<file path="config.mk">
export PLATFORM = sky130hd
export DESIGN_NAME = fdiv
export DESIGN_NICKNAME = d
export VERILOG_FILES = /design/src/rtl/fdiv.sv
export SDC_FILE = /design/constraint.sdc
export NUM_CORES = 1
export LEC_CHECK = 0
export BUFFER_PORTS_ARGS = -buffer_cell sky130_fd_sc_hd__buf_2
export CAP_MARGIN = 30
export CORE_MARGIN = 8
export CORE_UTILIZATION = 54
export DETAILED_ROUTE_END_ITERATION = 10
export HOLD_SLACK_MARGIN = 0.08
export PLACE_DENSITY = 0.85
export SLEW_MARGIN = 20
export SYNTH_ARGS = -nofsm -noshare
export SYNTH_HDL_FRONTEND = slang
export SYNTH_SLANG_ARGS = --single-unit
</file>
<file path="constraint.sdc">
create_clock -name clk -period 8.8 [get_ports clk]
set_input_delay 0.88 -clock clk [delete_from_list [all_inputs] [get_ports clk]]
set_output_delay 0.88 -clock clk [all_outputs]
set_load 0.01 [all_outputs]
</file>
<file path="src/rtl/fdiv.sv">
// Multi-cycle IEEE-754 binary32 divider: unpack, 25-step restoring division,
// round-to-nearest-even, registered result. Subnormals are flushed to zero.
module fdiv #(
    parameter int WIDTH = 32
) (
    input  logic             clk,
    input  logic             rst,
    input  logic             valid_input,
    input  logic [WIDTH-1:0] a,
    input  logic [WIDTH-1:0] b,
    output logic             valid_output,
    output logic [WIDTH-1:0] y
);

    typedef enum logic [2:0] {IDLE, UNPACK, DIVIDE, ROUND, OUTPUT} state_t;
    typedef enum logic [1:0] {SP_NORM, SP_NAN, SP_INF, SP_ZERO} spec_t;

    state_t             state_q;
    logic               valid_q;
    logic [WIDTH-1:0]   y_q;
    logic [4:0]         cnt_q;

    logic [WIDTH-1:0]   a_q, a_d, b_q, b_d, res_q, res_d;
    logic               sign_q, sign_d;
    logic signed [9:0]  exp_q, exp_d;
    spec_t              spec_q, spec_d;
    logic [25:0]        rem_q, rem_d;
    logic [23:0]        div_q, div_d;
    logic [24:0]        quo_q, quo_d;

    logic [23:0]        ma, mb;
    logic               ma_lt, rem_ge;
    logic               a_zero, b_zero, a_inf, b_inf, a_nan, b_nan;
    logic [25:0]        rem_sub;

    // q holds 1.mantissa (24 bits) followed by the guard bit.
    function automatic logic [31:0] round_pack(input logic s, input logic signed [9:0] e,
                                               input logic [24:0] q, input logic sticky,
                                               input spec_t spec);
        logic              inc;
        logic [24:0]       sum;
        logic signed [9:0] e_f;
        logic [22:0]       frac;
        inc  = q[0] & (sticky | q[1]);
        sum  = {1'b0, q[24:1]} + {24'd0, inc};
        e_f  = e + $signed({9'd0, sum[24]});
        frac = sum[24] ? sum[23:1] : sum[22:0];
        case (spec)
            SP_NAN:  return 32'h7FC0_0000;
            SP_INF:  return {s, 8'hFF, 23'd0};
            SP_ZERO: return {s, 31'd0};
            default: begin
                if (e_f >= 10'sd255)     return {s, 8'hFF, 23'd0};
                else if (e_f <= 10'sd0)  return {s, 31'd0};
                else                     return {s, e_f[7:0], frac};
            end
        endcase
    endfunction

    always_comb begin
        ma      = {1'b1, a_q[22:0]};
        mb      = {1'b1, b_q[22:0]};
        ma_lt   = ma < mb;
        a_zero  = a_q[30:23] == 8'd0;
        b_zero  = b_q[30:23] == 8'd0;
        a_inf   = (&a_q[30:23]) && (a_q[22:0] == 23'd0);
        b_inf   = (&b_q[30:23]) && (b_q[22:0] == 23'd0);
        a_nan   = (&a_q[30:23]) && (a_q[22:0] != 23'd0);
        b_nan   = (&b_q[30:23]) && (b_q[22:0] != 23'd0);
        rem_ge  = rem_q >= {2'b00, div_q};
        rem_sub = rem_ge ? rem_q - {2'b00, div_q} : rem_q;

        a_d    = a_q;
        b_d    = b_q;
        sign_d = sign_q;
        exp_d  = exp_q;
        spec_d = spec_q;
        rem_d  = rem_q;
        div_d  = div_q;
        quo_d  = quo_q;
        res_d  = res_q;
        case (state_q)
            IDLE: begin
                if (valid_input) begin
                    a_d = a;
                    b_d = b;
                end
            end
            UNPACK: begin
                sign_d = a_q[31] ^ b_q[31];
                // Pre-normalise so the quotient lands in [1,2).
                exp_d  = $signed({2'b00, a_q[30:23]}) - $signed({2'b00, b_q[30:23]})
                       + 10'sd127 - (ma_lt ? 10'sd1 : 10'sd0);
                rem_d  = ma_lt ? {1'b0, ma, 1'b0} : {2'b00, ma};
                div_d  = mb;
                quo_d  = '0;
                if (a_nan || b_nan || (a_zero && b_zero) || (a_inf && b_inf))
                    spec_d = SP_NAN;
                else if (a_inf || b_zero)
                    spec_d = SP_INF;
                else if (a_zero || b_inf)
                    spec_d = SP_ZERO;
                else
                    spec_d = SP_NORM;
            end
            DIVIDE: begin
                rem_d = rem_sub << 1;
                quo_d = {quo_q[23:0], rem_ge};
            end
            ROUND: res_d = round_pack(sign_q, exp_q, quo_q, rem_q != 26'd0, spec_q);
            default: ;
        endcase
    end

    always_ff @(posedge clk) begin
        if (rst) begin
            state_q <= IDLE;
            valid_q <= 1'b0;
            y_q     <= '0;
            cnt_q   <= '0;
        end else begin
            valid_q <= 1'b0;
            case (state_q)
                IDLE:   if (valid_input) state_q <= UNPACK;
                UNPACK: begin
                    cnt_q   <= '0;
                    state_q <= DIVIDE;
                end
                DIVIDE: begin
                    cnt_q <= cnt_q + 5'd1;
                    if (cnt_q == 5'd24) state_q <= ROUND;
                end
                ROUND:  state_q <= OUTPUT;
                OUTPUT: begin
                    y_q     <= res_q;
                    valid_q <= 1'b1;
                    state_q <= IDLE;
                end
                default: state_q <= IDLE;
            endcase
        end
    end

    always_ff @(posedge clk) begin
        a_q    <= a_d;
        b_q    <= b_d;
        sign_q <= sign_d;
        exp_q  <= exp_d;
        spec_q <= spec_d;
        rem_q  <= rem_d;
        div_q  <= div_d;
        quo_q  <= quo_d;
        res_q  <= res_d;
    end

    assign valid_output = valid_q;
    assign y            = y_q;

endmodule

</file>
---- After elaboration in Yosys (flattened, before gate mapping) ----
Cells that the tools add are included.
word-level totals
  bits in registers ....................... 224
  bits of input ports ..................... 67
  output and inout port bits .............. 33
  logic and storage cells ................. 77
cells by class
  add/subtract/negate cells ............... 7
  magnitude comparators ................... 4
  equal/unequal tests ..................... 10
  muxes and demuxes ....................... 16
  bitwise operators ....................... 3
  reduce and logical (&&, ||, !) cells .... 24
operators by type and width
  operator              number
  $pmux 32 s3           1
  $mux 31               2
  $pmux 26 s2           1
  $mux 25               2
  $pmux 25 s2           1
  $logic_not 23->1      2
  $reduce_bool 23->1    2
  $ge 26x24->1          1
  $reduce_bool 26->1    1
  $add 24x1->25         1
  $sub 25x24->25        1
  $lt 24x24->1          1
  $mux 23               1
  $logic_not 8->1       2
  $reduce_and 8->1      2
  $pmux 3 s4            1
  $add 10x2->10         1
  $add 9x8->10 const B  1
  $ge 10x9->1 const B   1
  $le 10x1->1 const B   1
  $pmux 5 s2            1
  $sub 10x2->10         1
  $sub 8x8->9           1
  $eq 3x2->1 const B    2
  18 further kinds      33

---- Depth between registers and ports, before layout ----
  depth after elaboration ................. 9
  gate-level depth with buffers ........... 21
  depth with buffers taken out ............ 20

---- Worst setup path before layout ----
OpenSTA, ideal clock, no wires.
  kind .................................... in2reg
  start point ............................. input port valid_input
  end point ............................... register a_q[0] (enable)
  setup time .............................. 0.666 ns
  data arrival time ....................... 7.371 ns
  data required time ...................... 8.134 ns
  path slack .............................. 0.763 ns
  cell stages on the path ................. 1
  path buffers ............................ 0
  cell sequence ........................... nor4b_1
between the ends
  longest elaborated chain between the ends .. 1
ends and longest elaborated chain
  item                        line  source
  start, declared             8     input logic valid_input,
  $reduce_and 2->1 (no line)  --
  end signal, assigned        145   a_q <= a_d;
  end, declared               23    logic [WIDTH-1:0] a_q, a_d, b_q, b_d, res_q, res_d;
No other way between the ends.
A chain may end at the register's enable or synchronous reset.

---- Final worst setup path ----
  start point ............................. register quo_q[0]
  end point ............................... register res_q[7], data pin
between the ends
  longest elaborated chain between the ends .. 7
  elaborated cells on any way between the ends .. 9
  those cells by class .................... 2 x add/sub; 2 x order compare; 4 x mux; 1 x bitwise
ends and longest elaborated chain
  item                    line  source
  start, declared         29    logic [24:0] quo_q, quo_d;
  start signal, assigned  152   quo_q <= quo_d;
  $and 1x1->1 *           44    inc = q[0] & (sticky | q[1]);
  $add 24x1->25 *         45    sum = {1'b0, q[24:1]} + {24'd0, inc};
  $add 10x2->10           46    e_f = e + $signed({9'd0, sum[24]});
  $le 10x1->1             54    else if (e_f <= 10'sd0) return {s, 31'd0};
  $mux 31                 54
  $mux 31 *               53    if (e_f >= 10'sd255) return {s, 8'hFF, 23'd0};
  $pmux 32 s3 *           48    case (spec)
  end signal, assigned    153   res_q <= res_d;
  end, declared           23
Every way passes the cells marked *; elsewhere a longest branch is shown, timed or not.

==> results by group <==
Timing
  – Worst-Margin Slew: 766 ps
  – RSZ-0062 raised after global routing: no
  – Setup tns final: 0 ps
  – Max Clock Skew: 11.8 ps
  – Slew Limit Headroom: 48.9%
  – Final hold slack: 449 ps
  – Post-route worst setup slack: approximately 4000 ps
  – Clock period minus worst slack: 4770 ps
  – Fraction of the cycle the final worst path needs: 54.2%
  – Peak Freq: 210 MHz
  – Fin. max-slew vios: 0
  – Final hold violation count: 0
  – Setup violators final: 0

Die
  – Chip height: about 160 um
  – Std cell rows: 54
  – Core box area: around 0.022 mm2
  – IO Pins: 100
  – Die Span X: 163 um
  – Initial Util: a little over half
  – Die Area: 0.0267 mm2

Final layout
  – Ant. Diodes: 0
  – Final Net Count: about 1300
  – Area growth syn-to-layout: 13.1%
  – Fin cells: 1480
  – Layout fillers: ~1700
  – Fraction of layout cells with a size suffix above 1: between 10 and 15%
  – Sequential cell area: 0.00632 mm2
  – Multi-input logic area: 0.00490 mm2

Yosys
  – Post-synth cell types: 63
  – Synth Area per Inst: roughly 11 um2
  – Mapped Cells: 1095
  – Top cells by area, synth: edfxtp_1, ha_1, dfxtp_1
  – Most common cell in the synthesized netlist: edfxtp_1
  – Syn_nets: approximately 1200
  – Dominant synthesized flop cell: edfxtp_1
  – #FFs+latches synth: 224
  – Synth area leader: edfxtp_1
  – Synth top cells by count: edfxtp_1, nand2_1, a21oi_1
  – Post-synthesis sequential area ratio: between 50 and 60%
  – Mapped Area: roughly 0.012 mm2
  – Async SR Flop Fraction: 0%
  – Yosys warns: 0
  – EDFF count, synth: 183
  – Yosys top cell area share: 46.8%

Placement
  – Cells after DPL: 1438
  – Routability cong.: roughly 0.89
  – IO Port Bufs: 99
  – Placed wire-length estimate: about 17000 um
  – Pre-CTS setup slack: 4070 ps

Clocking
  – Clock Pin Slew Worst Setup and Hold Paths: 60 ps
  – CTS root buf: clkbuf_16
  – CTS Buf Count: 24
  – TritonCTS Sinks: 224
  – CTS tree: built
  – Worst skew pair latency: 500 ps
  – Post-CTS Setup Bufs: 0
  – CTS max path bufs: 3
  – Cts repair resizes: 0
  – Cts hold-fix bufs: 0
  – H-tree levels: 1

Drt
  – Initial DRT Pass Iterations: 5
  – Via count: 8250
  – WL final: ~23000 um
  – Final ANT Viol Nets: 0
  – Avg WL per Cell: roughly 16 um
  – Drt initial violations: 546
  – Post-route DRC: 0
  – Vias/cell: 5.57

Run
  – Max-cap violations: 0

Global route
  – Met3 usage: under 10%
  – Number of global-route vias before repair: 8244
  – Gr usage total: around 17%
  – M2 GR Usage: 30.6%
  – GRT met1 Usage: between 20 and 25%
  – Largest net degree at the start of global routing: 65
  – GR Overflow Total: 0
  – First-pass GRT wire length: between 30000 and 40000 um
  – GRT busiest layer: met2
  – Initial antenna violation count: 0

Critical path
  – Slowest-stage cell, CP: nor2b_1
  – Crit end category: flop
  – Worst path bufs/invs: 0
  – Worst r2r src: quo_q[0]$_SDFFCE_PN0P_
  – Top Family by Delay on Critical Path: simple AND/OR/NAND/NOR gates
  – Max Fanout on Critical Path: 11
  – R2r setup slk: 4030 ps
  – CP required: 9150 ps
  – Startpoint Class: flop
  – Worst r2r path cells: 17
  – Worst path max stage delay: 610 ps
  – Crit-path cells: and2_1 > ha_1 > nand2_1 > nor2_1 > nand2_1 > nor2_1 > and3_1 > and3_1 > ha_1 > ha_1 > nand4_1 > xnor2_1 > a31oi_1 > o31a_1 > nor2b_1 > nand3b_1 > nor2_1
  – Critical path class: reg -> reg
  – RR Endpoint: res_q[7]$_DFFE_PP_
  – Critical path arrival: 5120 ps

Power and ir drop
  – Total power: about 2.9 mW
  – Switching portion of total power: about 28%
  – Peak supply drop: 0.184 mV
  – Pleak: 5.36 nW
  – Clock share of power: roughly 34%
  – P_sw: roughly 800 uW
  – Internal power: 2.08 mW
  – Combinational share of power: 19.8%
  – Seq pwr share: 46.4%
  – Pwr Density: 216 mW/mm2

Worst hold path
  – Hold_sp: y[11]$_SDFFE_PP0P_
  – Worst Hold Endpoint: y[11]$_SDFFE_PP0P_
  – Hold path cells: 2
  – Hold Path Class: reg -> reg

Run status
  – Status: finished, final reports clean
cell usage in the layout (no fill, tap or decap), types with 4 or more instances in the layout:
master / count
o31ai_1: 5
nand2_1: 118
and2_1: 29
mux2i_1: 23
nor2_1: 64
nand2b_1: 6
xor2_1: 28
a21o_1: 25
nor4_1: 23
clkbuf_16: 25
edfxtp_1: 183
o211ai_1: 13
nor3_1: 13
o21bai_1: 5
nor2b_1: 10
o21ai_1: 27
buf_4: 6
a211oi_1: 8
a21oi_1: 93
nand4_1: 21
ha_1: 70
xnor2_1: 33
inv_1: 88
buf_2: 99
nand3_1: 23
a31oi_1: 6
dfxtp_1: 41
and3_1: 12
o21ai_0: 20
nand3b_1: 4
o21a_1: 12
how the worst max path moves through the flow:
stage / from / to / slack, ps / cells past startpoint
final: quo_q[0]$_SDFFCE_PN0P_ / res_q[7]$_DFFE_PP_ / 4030 / 17
after global routing: quo_q[0]$_SDFFCE_PN0P_ / res_q[19]$_DFFE_PP_ / 3540 / 17
after CTS: quo_q[0]$_SDFFCE_PN0P_ / res_q[7]$_DFFE_PP_ / 4040 / 17
after detailed placement: quo_q[0]$_SDFFCE_PN0P_ / res_q[7]$_DFFE_PP_ / 4070 / 17
after global placement: quo_q[0]$_SDFFCE_PN0P_ / res_q[21]$_DFFE_PP_ / 4260 / 17
after floorplan: valid_input / a_q[0]$_DFFE_PP_ / 760 / 1
logic make-up after synthesis:
| family | synth area share, % |
|---|---|
| simple gates | 14.0 |
| compound gates | 12.6 |
| mux | 2.47 |
| fa+ha+maj | 7.98 |
| xor+xnor | 4.55 |
| flops | 53.8 |
| buf+inv | 4.54 |
layout make-up:
| type | count | area share, % |
|---|---|---|
| clock buffers | 30 | 5.08 |
| clock inverters | 11 | 0.754 |
| inverters | 91 | 2.57 |
| multi-input cells | 736 | 36.9 |
| flip-flops and latches | 224 | 47.6 |
| well taps | 280 | 2.64 |
| repair buffers | 108 | 4.42 |
layer usage:
layer | wire (um) | part of all wire [%]
met2 | 11400 | 49
met3 | 1150 | 4.9
met1 | 10200 | 44
met4 | 546 | 2.3
met5 | 0 | 0
sequential cells by signal (all words and copies together) (netlist names):
signal        cells
a_q              32
res_q            32
cnt_q             5
y                32
quo_q            25
b_q              32
state_q           3
rem_q            26
sign_q            1
valid_output      1
exp_q            10
spec_q            2
div_q            23
worst register-to-register path, cell delays in order (launching register included):
cell,delay (ps)
edfxtp_1,380
and2_1,160
ha_1,220
nand2_1,100
nor2_1,240
nand2_1,80
nor2_1,230
and3_1,250
and3_1,310
ha_1,250
ha_1,270
nand4_1,230
xnor2_1,180
a31oi_1,220
o31a_1,200
nor2b_1,610
nand3b_1,470
nor2_1,220
power groups by stage:
| stage | combinational [mW] | clock, mW | sequential, mW |
|---|---|---|---|
| after floorplan | 0.447 | 0 | 1.33 |
| after CTS | 0.566 | 0.990 | 1.33 |
| after global routing | 0.639 | 1.03 | 1.34 |
| after global placement | 0.539 | 0 | 1.35 |
| final | 0.568 | 0.972 | 1.33 |
| after detailed placement | 0.561 | 0 | 1.35 |
per-stage QoR:
stage / utilization (%) / cell area (um2)
after floorplan: - / 11700
after global placement: 57.8 / 12500
after CTS: 61.5 / 13300
after global routing: 61.6 / 13300
after detailed placement: 57.9 / 12500
final: 61.6 / 13300
(Power assumes the default switching activity.)
